===== config.mk =====
export PLATFORM = sky130hd
export DESIGN_NAME = cnn_layer_accel_weight_loader
export DESIGN_NICKNAME = d
export VERILOG_FILES = /design/src/rtl/cnn_layer_accel_weight_loader.sv
export SDC_FILE = /design/constraint.sdc
export NUM_CORES = 1
export LEC_CHECK = 0
export ABC_AREA = 1
export BUFFER_PORTS_ARGS = -buffer_cell sky130_fd_sc_hd__buf_2
export CAP_MARGIN = 10
export CORE_MARGIN = 5
export CORE_UTILIZATION = 32
export CTS_BUF_LIST = sky130_fd_sc_hd__clkbuf_2
export CTS_CLUSTER_SIZE = 14
export DETAILED_ROUTE_END_ITERATION = 10
export PLACE_DENSITY = 0.49
export SLEW_MARGIN = 20
export SYNTH_ARGS = -nofsm -noshare
export SYNTH_HDL_FRONTEND = slang
export SYNTH_SLANG_ARGS = --single-unit

===== constraint.sdc =====
create_clock -name clk -period 5.46 [get_ports clk]
set_input_delay 0.273 -clock clk [delete_from_list [all_inputs] [get_ports clk]]
set_output_delay 0.273 -clock clk [all_outputs]
set_load 0.05 [all_outputs]

===== src/rtl/cnn_layer_accel_weight_loader.sv =====
// rtl/cnn_layer_accel_weight_loader.sv - unpacks config FIFO words into weight table writes
//
// Purpose: takes packed weight words from the layer-config FIFO and writes them,
// one weight per cycle, into the convolution-engine weight table. Kernel-major
// order, C_KERNEL_SIZE weights per kernel, kernels 0..num_kernels.
//
// Ports:
//   clk, rst                    core clock, asynchronous active-high reset
//   job_accept, num_kernels     start/restart a load; num_kernels = last kernel index
//   cfg_word_valid/_ready/cfg_word  config FIFO handshake, lane 0 in the LSBs
//   config_mode, wht_config_wren, wht_config_data  weight table write interface
//   load_busy, load_done        status to the job sequencer

module cnn_layer_accel_weight_loader #(
  parameter int C_WORD_WIDTH       = 64,
  parameter int C_WEIGHT_WIDTH     = 16,
  parameter int C_KERNEL_SIZE      = 9,
  parameter int C_CLG2_MAX_KERNELS = 6
) (
  input  logic                          clk,
  input  logic                          rst,
  input  logic                          job_accept,
  input  logic [C_CLG2_MAX_KERNELS-1:0] num_kernels,
  input  logic                          cfg_word_valid,
  input  logic [C_WORD_WIDTH-1:0]       cfg_word,
  output logic                          cfg_word_ready,
  output logic                          config_mode,
  output logic                          wht_config_wren,
  output logic [C_WEIGHT_WIDTH-1:0]     wht_config_data,
  output logic                          load_busy,
  output logic                          load_done
);

  localparam int L    = C_WORD_WIDTH / C_WEIGHT_WIDTH;
  localparam int LW   = (L > 1) ? $clog2(L) : 1;
  localparam int MAXN = (2 ** C_CLG2_MAX_KERNELS) * C_KERNEL_SIZE;
  localparam int CW   = $clog2(MAXN + 1);
  localparam int KW   = (C_KERNEL_SIZE > 1) ? $clog2(C_KERNEL_SIZE) : 1;

  typedef enum logic [1:0] {S_IDLE, S_LOAD, S_DONE} state_t;

  state_t                    r_state;
  state_t                    w_state_nxt;
  logic [C_WORD_WIDTH-1:0]   r_word;      // remaining lanes, next lane in the LSBs
  logic [C_WEIGHT_WIDTH-1:0] r_data;
  logic                      r_held;      // a weight is being written this cycle
  logic [LW-1:0]             r_lane;
  logic [CW-1:0]             r_wcnt;      // index of the weight currently written
  logic [CW-1:0]             r_last_idx;  // N-1, latched on job_accept
  logic [KW-1:0]             r_kcnt;
  logic [C_CLG2_MAX_KERNELS-1:0] r_kidx;
  logic                      r_cfg_mode;
  logic                      r_done;

  logic                      w_ready;
  logic                      w_take;
  logic                      w_lane_end;
  logic                      w_last_wr;
  logic [CW-1:0]             w_last_idx;

  assign w_last_idx = CW'(num_kernels) * CW'(C_KERNEL_SIZE) + CW'(C_KERNEL_SIZE - 1);
  assign w_lane_end = (r_lane == LW'(L - 1));
  assign w_last_wr  = r_held && (r_wcnt == r_last_idx);
  assign w_take     = cfg_word_valid && w_ready;

  always_ff @(posedge clk or posedge rst) begin
    if (rst) r_state <= S_IDLE;
    else     r_state <= w_state_nxt;
  end

  // job_accept also gates ready: a word taken in the restart cycle would be
  // thrown away with the aborted load and lost from the FIFO.
  always_comb begin
    w_state_nxt = r_state;
    w_ready     = 1'b0;
    case (r_state)
      S_IDLE: if (job_accept) w_state_nxt = S_LOAD;
      S_LOAD: begin
        if (!job_accept) w_ready = !r_held || (w_lane_end && !w_last_wr);
        if (job_accept)     w_state_nxt = S_LOAD;
        else if (w_last_wr) w_state_nxt = S_DONE;
      end
      S_DONE:  w_state_nxt = job_accept ? S_LOAD : S_IDLE;
      default: w_state_nxt = S_IDLE;
    endcase
  end

  always_ff @(posedge clk or posedge rst) begin
    if (rst) begin
      r_word     <= '0;
      r_data     <= '0;
      r_held     <= 1'b0;
      r_lane     <= '0;
      r_wcnt     <= '0;
      r_last_idx <= '0;
      r_kcnt     <= '0;
      r_kidx     <= '0;
      r_cfg_mode <= 1'b0;
      r_done     <= 1'b0;
    end else begin
      r_cfg_mode <= (w_state_nxt == S_LOAD);
      r_done     <= (r_state == S_LOAD) && !job_accept && w_last_wr;
      if (job_accept) begin
        r_last_idx <= w_last_idx;
        r_word     <= '0;
        r_held     <= 1'b0;
        r_lane     <= '0;
        r_wcnt     <= '0;
        r_kcnt     <= '0;
        r_kidx     <= '0;
      end else begin
        if (r_held) begin
          // Mirrors the weight table's kernel_count / kernel_group stepping.
          if (r_kcnt == KW'(C_KERNEL_SIZE - 1)) begin
            r_kcnt <= '0;
            r_kidx <= r_kidx + 1'b1;
          end else begin
            r_kcnt <= r_kcnt + 1'b1;
          end
          if (!w_last_wr) r_wcnt <= r_wcnt + CW'(1);
        end
        if (w_take) begin
          r_word <= cfg_word >> C_WEIGHT_WIDTH;
          r_data <= cfg_word[C_WEIGHT_WIDTH-1:0];
          r_lane <= '0;
          r_held <= 1'b1;
        end else if (r_held) begin
          // Last write drops the word, including any padding lanes above it.
          if (w_last_wr || w_lane_end) begin
            r_held <= 1'b0;
          end else begin
            r_lane <= r_lane + LW'(1);
            r_data <= r_word[C_WEIGHT_WIDTH-1:0];
            r_word <= r_word >> C_WEIGHT_WIDTH;
          end
        end
      end
    end
  end

  assign cfg_word_ready  = w_ready;
  assign config_mode     = r_cfg_mode;
  assign load_busy       = r_cfg_mode;
  // The table clears its counters in the job_accept cycle; no write may land there.
  assign wht_config_wren = r_held && !job_accept;
  assign wht_config_data = r_data;
  assign load_done       = r_done;

endmodule


==> summary.txt, run 1 <==
Outcome
  • Outcome: finished, final reports clean

Drt
  • Drt first pass iters: 4
  • 1st-iter DRT viols: 288
  • Via Count: approximately 4,500
  • Vias/cell: between 4 and 5
  • Detail Route Antenna Nets: 0
  • Total Routed Length: approximately 13,000 microns
  • DR WL/cell: about 14 microns
  • Drt drc: 0

Timing
  • Worst Clk Skew: between 0.03 and 0.04 ns
  • Slew @ Worst Pin: 0.928 ns
  • Max transition margin: roughly two fifths
  • Period minus WS final: approximately 3.5 ns
  • Max-slew violation count: 0
  • Setup tns final: 0 ns
  • Endpoints failing hold: 0
  • Crit share post-route: 63.8%
  • Final setup viols: 0
  • Hold slack: between 0.06 and 0.07 ns
  • RSZ-0062 raised after global routing: false
  • FMAX: 287 MHz

Synth
  • Ys Warns: 0
  • Cells after Synth: about 650
  • Synth Register Bits: approximately 90
  • Yosys cell types: 31
  • Mapped cell area: between 0.004 and 0.005 sq mm
  • Syn_nets: around 730
  • Sequential share of the synthesized area: a little under half
  • Avg Cell Area, Syn: approximately 7.4 sq um

Cells and area
  • Layout net count: between 800 and 900
  • Number of fill cells: ~1,600
  • Leading cell type in the layout, fill and taps excluded: nand2_1
  • Most frequent cells in the layout: nand2_1 (350), buf_2 (94), dfrtp_1 (91), dlygate4sd3_1 (58), nand4_1 (52)
  • Non-filler instance count after layout: between 900 and 1,000
  • Inserted Diodes: 0
  • Fraction of layout cells with a size suffix above 1: about 17%
  • Layout area overhead: 24.8%

Global routing
  • Largest net degree at the start of global routing: between 60 and 70
  • GRT Residual Overflow: 0
  • Global-route wire length before repair: ~23,000 microns
  • Tot GR Track Use: 15.7%
  • Number of global-route vias before repair: 4,571
  • Initial antenna violation count: 0

Clocking
  • CTS clk-pin slew, worst paths: around 0.24 ns
  • Clock tree buffer depth: 2
  • Max H-tree Level: 3
  • CTS tree: yes
  • Clock root cell: clkbuf_2
  • Cts bufs inserted: 9
  • Clock sinks: 91
  • Insertion delay to the later sink of the worst-skew pair: 0.59 ns

Power and ir drop
  • Maximum vdd drop: ~0.13 mV
  • Leak pwr: around 0.0033 uW
  • PwrDens: between 200 and 250 mW/mm^2
  • Power Total: 1370 uW

Setup path
  • Crit. End Element: flip-flop
  • Critical path's slowest cell: a21oi_4
  • Slowest stage delay, CP: ~0.75 ns
  • Worst path bufs/invs: 4
  • Worst Path Max Fanout: 57
  • Critical path's most frequent cell: nand2_1
  • WP data required: approximately 6.0 ns
  • Nature of the critical path startpoint: flip-flop
  • Worst path top cell family by delay: simple AND/OR/NAND/NOR gates
  • Crit path cell chain: inv_1 -> nand2_1 -> nand2_1 -> inv_1 -> nand2_1 -> nor2_1 -> nand3_2 -> buf_4 -> nand3_4 -> a21oi_4 -> buf_4 -> nand2_1 -> nand2_1
  • Setup CP Type: flip-flop to flip-flop
  • Worst Path Arrival: 4.02 ns

Floorplan
  • Height of the die: 133 microns
  • Initial Util: around 33%
  • Core ar.: between 0.01 and 0.015 sq mm
  • FP Rows: 44
  • DIE AREA: around 0.018 sq mm
  • Horiz. Die Dim: 133 microns
  • I/O pins: 95

Place
  • GPL Wtd Cong: roughly 0.82
  • Port Buffers: 94
  • DP Cell Count: ~890
  • DPL Wire Length: approximately 8900 microns

Hold path
  • Hold crit path type: primary input to flip-flop

Flow run
  • Max-Cap Viols: 0
through the flow:
| step | setup WS (ns) | utilization (%) | instance area, sq um |
|---|---|---|---|
| final | 1.98 | 41.0 | 6010 |
| after global routing | 1.61 | 41.0 | 6010 |
| after CTS | 1.97 | 40.9 | 5990 |
| after detailed placement | 1.89 | 36.5 | 5340 |
| after global placement | 2.02 | 36.5 | 5340 |
| after floorplan | 2.82 | - | 4820 |
synth_stat cells:
master     number  area (sq um)
buf_4           8          60.1
nand3_1        10          50.1
o211ai_1        1          7.51
o21ai_0        10          50.1
inv_1          29           109
fa_1            1          20.0
nand3_2         1          10.0
nor2_1         13          48.8
and2_1          1          6.26
o21ai_1         6          30.0
a21oi_4         1          16.3
inv_2           4          15.0
a21oi_2         1          8.76
buf_2          15          75.1
a21oi_1         9          45.0
nor2_4          2          22.5
buf_1           3          11.3
nand3_4         1          17.5
nand2_2         4          25.0
clkbuf_1       11          41.3
o2bb2ai_1       1          8.76
nor4_1          1          6.26
nand2_1       350          1310
buf_6           2          22.5
dfrtp_1        91          2280
nand3b_2        1          11.3
o22ai_1         1          6.26
nor3_1          5          25.0
ha_1           10           125
xor2_1          3          26.3
nand4_1        52           325
layout make-up:
cell class	instances	area, sq um	area share (%)
Timing Repair Buffer	157	1100	18.3
Clock buffer	10	50.0	0.833
Tap cell	184	230	3.83
Sequential cell	91	2280	37.9
Inverter	33	126	2.10
Clock inverter	4	20.0	0.333
Multi-Input combinational cell	485	2210	36.7
path summary, 6_finish.rpt:
check | slack [ns] | start | endpoint | depth (start not counted)
worst max register to register | 1.98 | r_wcnt[7] | r_word[17] | 13
worst min-delay path | 0.06 | cfg_word[2] | wht_config_data[2] | 5
worst min register to register | 0.45 | r_state[1] | config_mode | 1
min in group asynchronous | 0.18 | rst | r_word[35] | 3
max in group asynchronous | 4.10 | rst | wht_config_data[0] | 4
worst max-delay path | 1.98 | r_wcnt[7] | r_word[17] | 13
worst register-to-register path: stages, from the launching register on:
cell and delay, ns:
dfrtp_1 0.49, inv_1 0.13, nand2_1 0.07, nand2_1 0.06
inv_1 0.03, nand2_1 0.04, nor2_1 0.05, nand3_2 0.05
buf_4 0.50, nand3_4 0.66, a21oi_4 0.76, buf_4 0.41
nand2_1 0.11, nand2_1 0.07
metal layers:
metal | share of wire [%] | vias to the layer above | global-route usage, % | wire (microns)
li1 | - | 2314 | - | -
met4 | 1.2 | 0 | 4.04 | 161
met5 | 0 | - | 0 | 0
met2 | 49 | 102 | 26.4 | 6480
met1 | 46 | 2064 | 20.1 | 6070
met3 | 4.2 | 17 | 4.06 | 564
where the power goes:
group          internal (uW)  switching, uW
Clock                   53.9            226
Sequential               723           27.6
Combinational            118            223
Total                    895            477
registers in the layout, indices dropped and copies added (netlist names):
name             flops
r_state              2
r_lane               2
r_held               1
wht_config_data     16
r_wcnt              10
config_mode          1
r_word              48
load_done            1
r_last_idx          10
cells by family after synthesis:
group,share of synthesized area (%)
fa+ha+maj,3.01
simple gates,38.6
flops,47.3
buf+inv,6.93
compound gates,3.58
xor+xnor,0.546
what timing repair did:
| item | in CTS | in global routing |
|---|---|---|
| hold endpoints to repair | 85 | 0 |
| buffers inserted | 0 | 0 |
| gates resized for setup | 0 | 0 |
| hold buffers | 58 | 0 |
Power figures use the tool's default switching activity.
==> run 2, diff against run 1 <==
==> constraint.sdc (replaced) <==
create_clock -name clk -period 3.55 [get_ports clk]
set_input_delay 0.1775 -clock clk [delete_from_list [all_inputs] [get_ports clk]]
set_output_delay 0.1775 -clock clk [all_outputs]
set_load 0.05 [all_outputs]
==> run 2 against run 1 <==
  * Via count rose by 2.0%
  * Clock skew decreased by 0.0028 ns
  * Wire length is 4.5% higher
  * First-iteration DRC count rose by 1.0%
  * Worst hold slack got worse by 0.0093 ns
  * Critical path depth down 4
  * Die area unchanged
  * Largest power group unchanged
==> summary.txt, run 2 (same netlist as run 1, synthesis figures left out) <==
Clocking
  • Max H-tree Level: 3
  • Post-CTS Resized: 0
  • Hold buffers post-CTS: 73
  • Insertion delay to the later sink of the worst-skew pair: a little under 0.6 ns
  • CTS clk-pin slew, worst paths: approximately 0.27 ns
  • Clock sinks: 91
  • CTS tree: yes
  • Cts bufs inserted: 9
  • Clock root cell: clkbuf_2
  • Clock tree buffer depth: 2
  • Number of setup buffers added after CTS: 0

Setup path
  • Crit. End Element: primary output
  • Nature of the critical path startpoint: flip-flop
  • Worst Path Max Fanout: 34
  • Setup CP Type: flip-flop to primary output
  • Worst Path Arrival: between 2 and 3 ns
  • WP data required: ~3.4 ns

Drt
  • 1st-iter DRT viols: about 290
  • Drt first pass iters: 5
  • Via Count: between 4,000 and 5,000
  • Total Routed Length: approximately 14,000 microns
  • Detail Route Antenna Nets: 0
  • Vias/cell: ~4.7
  • DR WL/cell: 14.1 microns
  • Drt drc: 0

Cells and area
  • Number of flip-flops in the largest register: 48
  • Leading cell type in the layout, fill and taps excluded: nand2_1
  • Fraction of layout cells with a size suffix above 1: between 10% and 20%
  • Layout area overhead: 28.5%
  • Register area: 0.00228 sq mm
  • Top reg by flops: r_word
  • Most frequent cells in the layout: nand2_1 (350), buf_2 (94), dfrtp_1 (91), dlygate4sd3_1 (73), nand4_1 (52)
  • Inserted Diodes: 0
  • Number of fill cells: between 1,500 and 2,000
  • Layout net count: just under 900
  • Multi-input logic area: about 0.0022 sq mm

Global routing
  • Largest net degree at the start of global routing: 73
  • Number of global-route vias before repair: approximately 4,800
  • Tot GR Track Use: between 15 and 20%
  • Global-route wire length before repair: roughly 23,000 microns
  • GRT Residual Overflow: 0
  • Initial antenna violation count: 0

Floorplan
  • FP Rows: 44
  • I/O pins: 95
  • Core ar.: 0.0146 sq mm
  • Initial Util: 32.9%
  • Height of the die: approximately 130 microns
  • Horiz. Die Dim: between 100 and 150 microns
  • DIE AREA: around 0.018 sq mm

Place
  • GPL Wtd Cong: between 0.8 and 0.9
  • DPL Wire Length: about 9000 microns
  • Port Buffers: 94

Power and ir drop
  • Net Sw Power: just under 800 uW
  • Int Pwr: between 1000 and 1500 uW
  • PwrDens: 350 mW/mm^2
  • Reg power frac: a little over half
  • Sw Ratio: ~36%
  • Combinational power share: between 20% and 30%
  • Clock share of power: between 20% and 30%
  • Maximum vdd drop: between 0.1 and 0.15 mV
  • Leak pwr: around 0.0034 uW

Timing
  • Max transition margin: 36.9%
  • Final setup viols: 0
  • Worst Clk Skew: slightly above 0.03 ns
  • Period minus WS final: 2.94 ns
  • Hold slack: about 0.052 ns
  • Slew @ Worst Pin: ~0.95 ns
  • Endpoints failing hold: 0
  • Crit share post-route: approximately 83%
  • RSZ-0062 raised after global routing: false
  • Setup tns final: 0 ns
  • Max-slew violation count: 0
  • FMAX: 340 MHz

Outcome
  • Outcome: finished, final reports clean

Hold path
  • Hold crit path type: primary input to flip-flop

Flow run
  • Max-Cap Viols: 0
-- run 2: cell count changes in the layout (fill, tap and decap cells not counted) --
| cell | change |
|---|---|
| buf_12 | -1 |
| buf_4 | +4 |
| clkbuf_2 | -1 |
| clkinv_1 | +1 |
| clkinv_2 | -2 |
| clkinv_4 | +1 |
| clkinvlp_4 | +3 |
| dlygate4sd3_1 | +15 |
-- run 2: layout make-up --
type                       count  share of cell area, %
multi-input combinational    485                   35.6
inverter                      33                   2.04
timing repair buffer         175                   20.4
sequential                    91                   36.8
tap                          184                   3.72
clock buffer                   9                  0.728
clock inverter                 7                  0.728
-- run 2: final timing paths --
path                       startpoint              to  slack, ns  cells after the start
max in group asynchronous         rst      r_word[22]       2.36                      4
hold / removal             job_accept   r_last_idx[6]       0.05                      3
setup reg to reg            r_wcnt[6]      r_word[41]       0.80                     11
min in group asynchronous         rst      r_word[47]       0.32                      3
setup / recovery            r_wcnt[6]  cfg_word_ready       0.61                      9
hold reg to reg            r_state[1]      r_state[0]       0.49                      1
-- run 2: per-layer routing --
layer	wire length [microns]	vias up	GRT usage [%]
li1	-	2350	-
met1	6360	2127	20.9
met5	0	-	0
met3	556	16	2.89
met2	6770	95	27.9
met4	191	0	5.02
-- run 2: power by group through the flow --
stage | sequential, uW | combinational (uW) | clock, uW
global placement | 1170 | 484 | 0
CTS | 1160 | 548 | 493
floorplan | 1250 | 258 | 0
finish | 1160 | 542 | 466
global route | 1170 | 606 | 532
detailed placement | 1180 | 485 | 0
-- run 2: worst max-delay path, cell delays in order, from the launching register on --
cell and delay [ns]:
dfrtp_1 0.48, inv_1 0.11, nand2_1 0.06, nand2_1 0.06
nand2_1 0.05, nor2_1 0.11, nand3_2 0.45, buf_4 0.46
and2_1 0.19, buf_2 0.20
-- run 2: through the flow --
step | cell area [sq um] | setup WS [ns] | cells | util (%) | total power (uW)
floorplan | 4820 | 1.01 | 648 | - | 1510
global placement | 5370 | 0.862 | 895 | 36.7 | 1660
detailed placement | 5370 | 0.826 | 895 | 36.7 | 1660
CTS | 6190 | 0.524 | 984 | 42.3 | 2200
global route | 6190 | 0.317 | 984 | 42.3 | 2300
finish | 6190 | 0.610 | 984 | 42.3 | 2160
